--- src/rtl/io_write_port_buffer_if.sv ---
// io_write_port_buffer_if
//   Bundles the pipeline-side write request, the per-port drain handshake
//   and the per-port status outputs of io_write_port_buffer.
//   master : drives wren/port_sel/wdata and out_ready; observes status and heads
//   slave  : the buffer itself
// Signals
//   wren, port_sel, wdata     predicated write request (one word per cycle total)
//   EmptyFull                 per port, registered: 1 = not ready for writes
//   out_valid/out_data        per port head word; port p at [p*WORD_WIDTH +: WORD_WIDTH]
//   out_ready                 per port consumer accept
//   overflow                  per port sticky drop flag
//   stall_count               per port 16-bit stall counter, [p*16 +: 16]
// Handshake: a head word transfers on a clock edge where out_valid[p] and
// out_ready[p] are both high; out_valid never depends on out_ready, and
// out_data[p] is stable while out_valid[p] is high and no transfer occurs.
interface io_write_port_buffer_if #(
  parameter int WORD_WIDTH     = 36,
  parameter int PORT_COUNT     = 4,
  parameter int PORT_SEL_WIDTH = 2
);
  logic                             wren;
  logic [PORT_SEL_WIDTH-1:0]        port_sel;
  logic [WORD_WIDTH-1:0]            wdata;
  logic [PORT_COUNT-1:0]            EmptyFull;
  logic [PORT_COUNT-1:0]            out_valid;
  logic [PORT_COUNT*WORD_WIDTH-1:0] out_data;
  logic [PORT_COUNT-1:0]            out_ready;
  logic [PORT_COUNT-1:0]            overflow;
  logic [PORT_COUNT*16-1:0]         stall_count;

  modport master (
    output wren, port_sel, wdata, out_ready,
    input  EmptyFull, out_valid, out_data, overflow, stall_count
  );

  modport slave (
    input  wren, port_sel, wdata, out_ready,
    output EmptyFull, out_valid, out_data, overflow, stall_count
  );
endinterface

--- src/rtl/io_write_port_buffer.sv ---
// io_write_port_buffer
//   Per-port write FIFOs for the I/O write ports. Each predicated write is
//   queued in the FIFO of its target port and drained over a valid/ready
//   handshake. EmptyFull is a registered "not ready" status that asserts while
//   PIPE_SLACK entries or fewer remain free, so that writes already committed
//   past the predication check still find room.
// Ports
//   clock  sole clock, all state on posedge
//   reset  synchronous, active-high: clears counts, pointers, flags, counters
//   bus    io_write_port_buffer_if.slave (write request, drain handshake, status)
// Optional feature
//   IO_WRITE_STALL_COUNT_EN: when defined, each port has a saturating 16-bit
//   counter of cycles with out_valid high and out_ready low. When undefined,
//   no counter is built and stall_count is 0.
module io_write_port_buffer #(
  parameter int WORD_WIDTH     = 36,
  parameter int PORT_COUNT     = 4,
  parameter int PORT_SEL_WIDTH = 2,
  parameter int DEPTH          = 8,
  parameter int PIPE_SLACK     = 4
) (
  input logic                  clock,
  input logic                  reset,
  io_write_port_buffer_if.slave bus
);
  localparam int PTR_W = (DEPTH > 1) ? $clog2(DEPTH) : 1;
  localparam int CNT_W = PTR_W + 1;
  localparam logic [CNT_W-1:0] DEPTH_C = CNT_W'(DEPTH);
  localparam logic [CNT_W-1:0] SLACK_C = CNT_W'(PIPE_SLACK);

  logic [WORD_WIDTH-1:0] mem [PORT_COUNT][DEPTH];
  logic [PTR_W-1:0]      wr_ptr [PORT_COUNT];
  logic [PTR_W-1:0]      rd_ptr [PORT_COUNT];
  logic [CNT_W-1:0]      count [PORT_COUNT];
  logic [CNT_W-1:0]      count_next [PORT_COUNT];

  logic [PORT_COUNT-1:0] push, pop, push_ok, drop, valid;
  logic [PORT_COUNT-1:0] empty_full_q, overflow_q;
  logic [PORT_COUNT*WORD_WIDTH-1:0] out_data_c;
  logic [PORT_COUNT*16-1:0]         stall_c;

  // A port_sel beyond PORT_COUNT-1 matches no port, so it is simply ignored.
  // A push on a full port still succeeds when the same edge pops the head.
  always_comb begin
    for (int p = 0; p < PORT_COUNT; p++) begin
      valid[p]      = (count[p] != '0);
      push[p]       = bus.wren && (bus.port_sel == PORT_SEL_WIDTH'(p));
      pop[p]        = valid[p] && bus.out_ready[p];
      push_ok[p]    = push[p] && ((count[p] != DEPTH_C) || pop[p]);
      drop[p]       = push[p] && !push_ok[p];
      count_next[p] = count[p] + CNT_W'(push_ok[p]) - CNT_W'(pop[p]);
    end
  end

  always_ff @(posedge clock) begin
    if (reset) begin
      for (int p = 0; p < PORT_COUNT; p++) begin
        count[p]  <= '0;
        wr_ptr[p] <= '0;
        rd_ptr[p] <= '0;
      end
      empty_full_q <= '0;
      overflow_q   <= '0;
    end else begin
      for (int p = 0; p < PORT_COUNT; p++) begin
        count[p] <= count_next[p];
        if (push_ok[p]) wr_ptr[p] <= wr_ptr[p] + PTR_W'(1);
        if (pop[p])     rd_ptr[p] <= rd_ptr[p] + PTR_W'(1);
        // Status follows post-edge occupancy: not ready once free space <= slack.
        empty_full_q[p] <= ((DEPTH_C - count_next[p]) <= SLACK_C);
        if (drop[p]) overflow_q[p] <= 1'b1;
      end
    end
  end

  // Storage carries no reset; entries are only observed while counted valid.
  always_ff @(posedge clock) begin
    for (int p = 0; p < PORT_COUNT; p++) begin
      if (push_ok[p]) mem[p][wr_ptr[p]] <= bus.wdata;
    end
  end

  always_comb begin
    out_data_c = '0;
    for (int p = 0; p < PORT_COUNT; p++) begin
      out_data_c[p*WORD_WIDTH +: WORD_WIDTH] = mem[p][rd_ptr[p]];
    end
  end

`ifdef IO_WRITE_STALL_COUNT_EN
  logic [15:0] stall_q [PORT_COUNT];

  always_ff @(posedge clock) begin
    if (reset) begin
      for (int p = 0; p < PORT_COUNT; p++) stall_q[p] <= '0;
    end else begin
      for (int p = 0; p < PORT_COUNT; p++) begin
        if (valid[p] && !bus.out_ready[p] && (stall_q[p] != 16'hFFFF))
          stall_q[p] <= stall_q[p] + 16'd1;
      end
    end
  end

  always_comb begin
    stall_c = '0;
    for (int p = 0; p < PORT_COUNT; p++) stall_c[p*16 +: 16] = stall_q[p];
  end
`else
  assign stall_c = '0;
`endif

  assign bus.out_valid   = valid;
  assign bus.out_data    = out_data_c;
  assign bus.EmptyFull   = empty_full_q;
  assign bus.overflow    = overflow_q;
  assign bus.stall_count = stall_c;
endmodule

--- src/flat_wrapper.sv ---
// flat-port wrapper written by rule: the top's interface ports become plain ports
module io_write_port_buffer_flat 
#(
  parameter int WORD_WIDTH     = 36,
  parameter int PORT_COUNT     = 4,
  parameter int PORT_SEL_WIDTH = 2,
  parameter int DEPTH          = 8,
  parameter int PIPE_SLACK     = 4
)
  (clock, reset, bus_wren, bus_port_sel, bus_wdata, bus_out_ready, bus_EmptyFull, bus_out_valid, bus_out_data, bus_overflow, bus_stall_count);
  io_write_port_buffer_if #(.WORD_WIDTH(WORD_WIDTH), .PORT_COUNT(PORT_COUNT), .PORT_SEL_WIDTH(PORT_SEL_WIDTH)) bus_i ();
  input logic clock;
  input logic reset;
  input wire logic [$bits(bus_i.wren)-1:0] bus_wren;
  input wire logic [$bits(bus_i.port_sel)-1:0] bus_port_sel;
  input wire logic [$bits(bus_i.wdata)-1:0] bus_wdata;
  input wire logic [$bits(bus_i.out_ready)-1:0] bus_out_ready;
  output wire logic [$bits(bus_i.EmptyFull)-1:0] bus_EmptyFull;
  output wire logic [$bits(bus_i.out_valid)-1:0] bus_out_valid;
  output wire logic [$bits(bus_i.out_data)-1:0] bus_out_data;
  output wire logic [$bits(bus_i.overflow)-1:0] bus_overflow;
  output wire logic [$bits(bus_i.stall_count)-1:0] bus_stall_count;
  assign bus_i.wren = bus_wren;
  assign bus_i.port_sel = bus_port_sel;
  assign bus_i.wdata = bus_wdata;
  assign bus_i.out_ready = bus_out_ready;
  assign bus_EmptyFull = bus_i.EmptyFull;
  assign bus_out_valid = bus_i.out_valid;
  assign bus_out_data = bus_i.out_data;
  assign bus_overflow = bus_i.overflow;
  assign bus_stall_count = bus_i.stall_count;
  io_write_port_buffer #(.WORD_WIDTH(WORD_WIDTH), .PORT_COUNT(PORT_COUNT), .PORT_SEL_WIDTH(PORT_SEL_WIDTH), .DEPTH(DEPTH), .PIPE_SLACK(PIPE_SLACK)) u_core (.clock(clock), .reset(reset), .bus(bus_i));
endmodule
--- config.mk ---
export PLATFORM = sky130hd
export DESIGN_NAME = io_write_port_buffer_flat
export DESIGN_NICKNAME = d
export VERILOG_FILES = /design/src/rtl/io_write_port_buffer_if.sv /design/src/rtl/io_write_port_buffer.sv /design/src/flat_wrapper.sv
export SDC_FILE = /design/constraint.sdc
export NUM_CORES = 1
export LEC_CHECK = 0
export ABC_CLOCK_PERIOD_IN_PS = 6200
export CORE_AREA = 3 3 286 288
export DETAILED_ROUTE_END_ITERATION = 6
export DIE_AREA = 0 0 289 291
export PLACE_DENSITY = 0.8
export SYNTH_ARGS = -nofsm -noshare
export SYNTH_HDL_FRONTEND = slang
export SYNTH_SLANG_ARGS = --single-unit
--- constraint.sdc ---
create_clock -name clock -period 6.2 [get_ports clock]
set_input_delay 1.24 -clock clock [delete_from_list [all_inputs] [get_ports clock]]
set_output_delay 1.24 -clock clock [all_outputs]
set_load 0.01 [all_outputs]
Word-level counts from Yosys, hierarchy flattened
Memory sizes are Yosys's and may differ from the RTL's. Index checks and enable logic that the tools add are counted.

RAM bits: 1192. Register bits after elaboration: 8. Bits of input ports: 45. Memories kept: 4. Word-level logic and storage cells: 180. Output and inout port bits: 220.

Equal/unequal tests: 7. $add $sub $neg: 20. Bitwise operators: 20. Magnitude comparators: 16. Reductions and logical operators: 36. Mux-type cells: 72.

Memories: u_core.mem (words 4, width 288, rd ports 4, clocked after memory_dff 0, write ports 1, line io_write_port_buffer.sv:31) `logic [WORD_WIDTH-1:0] mem [PORT_COUNT][DEPTH];`; u_core.count (words 4, width 4, rd ports 4, clocked after memory_dff 0, write ports 4, line io_write_port_buffer.sv:34) `logic [CNT_W-1:0] count [PORT_COUNT];`; u_core.rd_ptr (words 4, width 3, rd ports 4, clocked after memory_dff 0, write ports 4, line io_write_port_buffer.sv:33) `logic [PTR_W-1:0] rd_ptr [PORT_COUNT];`; u_core.wr_ptr (words 4, width 3, rd ports 4, clocked after memory_dff 0, write ports 4, line io_write_port_buffer.sv:32) `logic [PTR_W-1:0] wr_ptr [PORT_COUNT];`.

Operators by type and width (number): two-way mux 288 bit (10); OR reduction 288 bit (3); binary-select mux 36 bit (select 3 bit) (4); demux 36 bit (select 3 bit) (4); two-way mux 36 bit (12); >= comparator 4 bit, second input constant (8); inverter 3 -> 4 bit (8); two-way mux 1 bit (27); adder 3 x 1 -> 3 bit, second input constant (8); two-way mux 3 bit (8); logical AND 1 bit (20); adder 4 x 1 -> 4 bit (4); <= comparator 4 x 3 -> 1 bit, second input constant (4); < comparator 4 x 1 -> 1 bit, second input constant (4); two-way mux 4 bit (4); != test 4 bit, second input constant (4); nonzero test 4 bit (4); subtractor 4 x 1 -> 4 bit (4); subtractor 4 bit, first input constant (4); OR 1 bit (12); two-way mux 2 bit (3); == test 2 bit, second input constant (2); logical NOT 1 bit (4); logical OR 1 bit (4); other kinds (2) (2).

Logic depth before layout (Yosys ltp)
An unclocked memory read counts as a cell.

Depth in word-level cells: 11. Gate-level depth with buffers: 12. Mapped depth without buffers: 12.

Worst setup path before layout
No wires, ideal clock.

Path kind: input -> register. From: in bus_port_sel[0]. To: mem u_core.mem[0][252] (netlist name) (enable). Path buffers: 0. Cell stages on the path: 3. Arrival: 5.210 ns. Required time: 5.680 ns. Setup slack: 0.470 ns. Library setup time: 0.520 ns. Cells stage by stage: nor3b_1 > o21ai_1 > nor4_1.

Longest elaborated chain between the ends: 9. Elaborated cells on any way between the ends: 29. Those cells by class: eq/ne: 3; mux: 14; reduce/logical: 12.

RTL lines: start: declaration (line flat_wrapper.sv:15) `input wire logic [$bits(bus_i.port_sel)-1:0] bus_port_sel;`; == test 2 x 1 -> 1 bit (line io_write_port_buffer.sv:47) `push[p] = bus.wren && (bus.port_sel == PORT_SEL_WIDTH'(p));`; logical AND 1 bit (line io_write_port_buffer.sv:47); logical AND 1 bit (line io_write_port_buffer.sv:49) `push_ok[p] = push[p] && ((count[p] != DEPTH_C) || pop[p]);`; two-way mux 1 bit (line io_write_port_buffer.sv:79) `if (push_ok[p]) mem[p][wr_ptr[p]] <= bus.wdata;`; two-way mux 288 bit (not written as such) (line io_write_port_buffer.sv:79); OR reduction 288 bit (no source line); two-way mux 2 bit (no source line) / two-way mux 288 bit (equally long branches) (3 in a row); end: declaration (line io_write_port_buffer.sv:31).

Several ways; a longest one is shown, not always the timed one.

==> results.toml <==
[run_status]
status = "finished, final reports clean"

[layout]
nets = 2399
final_cell_mix = "1176 x edfxtp_1, 224 x mux4_1, 199 x clkdlybuf4s50_1"
area_growth_pct = 13.6
final_common_cell = "edfxtp_1"
antenna_cells = 0
drive_gt1_share_pct = 18.8
num-fill-cells = 4615
multi_input_area_um2 = 11100
seq_area_um2 = 35800

[synth]
ys_types = 38
yosysWarnings = 0
synth_area_um2 = 47600
synth_cells = 2043
ys_seq_area_share_pct = 75.2
synth-seq-cells = 1200
syn_area_per_cell_um2 = 23.3

[setup_path]
cp.arrival_ps = 3680
cp-end-kind = "primary output"
worst-setup-path-type = "reg -> out"
crit_path_start_kind = "flop"
required_ps = 4960
path_max_fanout = 21

[global_routing]
antenna_found_initial = 1
grt_max_degree = 74
grt_util_all_layers_pct = 24.1
grt_first_pass_wirelength_um = 149000
grt_pass1_vias = 22900
gr-total-overflow = 0

[pwr]
power_leakage_nw = 17.6
power_density_nw_per_um2 = 374
ir_drop_mv = 0.266

[sta]
maxSlewViolCount = 0
rsz0062_at_grt = "false"
fin_worst_skew_ps = 23.2
max_freq_ghz = 0.203
worst_pin_slew_ps = 1340
timing.hold.ws_ps = 483
setup_viol_count_final = 0
slew_headroom_pct = 10.3
layout_min_cycle_time_ps = 4920
tns_ps = 0
fin_crit_sh_pct = 79.3
hold_viol_final = 0

[detailed_routing]
ant_nets = 0
routed-via-count = 21900
wl_um = 99900
drt-initial-drc-count = 1856
wl_per_cell_um = 28.9
drc_errors = 0
first_pass_iters = 5
routed_via_density = 6.33

[floorplanning]
num_rows = 103
die_w_um = 289
core_area_um2 = 79100
boundaryPins = 265
die_h_um = 291
start_util_pct = 60.2
dieArea_um2 = 84100

[worst_hold_path]
worstHoldPathType = "reg -> reg"

[clock_tree]
path_clk_slew_ps = 60
cts.sinks = 1200
clock_latency_ps = 670
cts_resized = 0
cts-root-buf = "clkbuf_16"
post_cts_buffers = 0
htreeDepth = 3
cts-hold-fix-buffers = 0
cts_tree = "done"
numCtsBuffers = 110
clk_path_buf_depth = 3

[place]
routabilityCongestion = 0.748
portBuffers = 200
dp_hpwl_um = 53600

[job]
maxCapViolations = 0
-- synthesized netlist by cell type, drive strengths merged --
cell type | n | area [um^2]
nor2 | 23 | 86.3
a21o | 3 | 22.5
fa | 4 | 80.1
mux4 | 290 | 7370
nor4b | 4 | 35.0
nand2 | 9 | 33.8
and3b | 4 | 35.0
clkbuf | 36 | 135
buf | 115 | 928
o21ai | 7 | 35.0
dfxtp | 24 | 480
nor3 | 32 | 160
a21oi | 5 | 25.0
xnor2 | 10 | 87.6
conb | 1 | 3.75
inv | 35 | 131
mux2 | 144 | 1620
or4 | 6 | 45.0
ha | 32 | 400
nor4 | 4 | 25.0
o211ai | 8 | 60.1
edfxtp | 1176 | 35300
nand3 | 1 | 5.00
nor3b | 13 | 97.6
or3b | 8 | 70.1
xor2 | 4 | 35.0
nand4 | 2 | 12.5
and3 | 5 | 31.3
nor2b | 12 | 75.1
o21ba | 5 | 50.1
or3 | 3 | 18.8
nand2b | 18 | 113
-- state kept, by name, indices dropped and copies added (netlist names) --
signal                cells
u_core.count             16
u_core.wr_ptr            12
u_core.rd_ptr            12
u_core.mem             1152
u_core.bus.overflow       4
u_core.bus.EmptyFull      4
-- cells by family (layout without fill, tap and decap cells) --
logic type / Yosys count / in the layout / share of synthesized area, %
DFF: 1200 / 1200 / 75.2
other: 1 / 64 / 0.00787
and+or+nand+nor: 144 / 144 / 1.77
buffers and inverters: 186 / 487 / 2.51
xor gates and xnor gates: 14 / 14 / 0.257
muxes: 434 / 434 / 18.9
adders and majority gates: 36 / 36 / 1.01
AOI/OAI and AO/OA: 28 / 28 / 0.405
-- area by class of cell --
type | count | share of cell area [%]
flip-flops and latches | 1200 | 66.2
clock inverters | 70 | 0.999
multi-input cells | 720 | 20.5
inverters | 35 | 0.243
clock buffers | 131 | 5.27
repair buffers | 251 | 4.44
well taps | 1050 | 2.43
-- final timing paths --
kind                                             start                      end  slack, ps  depth (start not counted)
worst max-delay path               u_core.rd_ptr[2][0]         bus_out_data[94]       1280                          4
worst min-delay path            u_core.bus.overflow[3]   u_core.bus.overflow[3]        480                          1
worst max register to register      u_core.count[0][6]  u_core.bus.EmptyFull[1]       2650                         10
worst min register to register  u_core.bus.overflow[3]   u_core.bus.overflow[3]        480                          1
-- metrics by stage --
step	utilization, %	cells	total power [mW]	worst slack, ps	area, um^2
finish	68.4	3457	20.2	1280	54100
detailed placement	64.1	3256	14.0	1800	50700
CTS	68.4	3457	20.4	1180	54100
global route	68.4	3457	21.0	1150	54100
global placement	64.1	3256	13.8	1920	50700
floorplan	-	2106	12.2	470	47900
-- worst max-delay path, cell delays in order, from the launching register on --
cell and delay [ps]:
edfxtp_1 1100, buf_4 430, mux4_1 630, mux2_2 350, clkdlybuf4s50_1 500
-- report_power, final --
part	internal (mW)	total (mW)	switching, mW
logic	2.38	4.56	2.18
clock network	3.60	6.40	2.80
registers	9.10	9.26	0.154
total	15.1	20.2	5.13
-- layer usage --
layer | vias to the layer above | share of wire, % | GRT usage [%]
li1 | 9155 | - | -
met5 | - | 0.0070 | 0
met3 | 158 | 7.1 | 4.58
met2 | 1014 | 52 | 40.9
met4 | 2 | 2.4 | 6.86
met1 | 11600 | 38 | 32.4
Power figures use the tool's default switching activity.
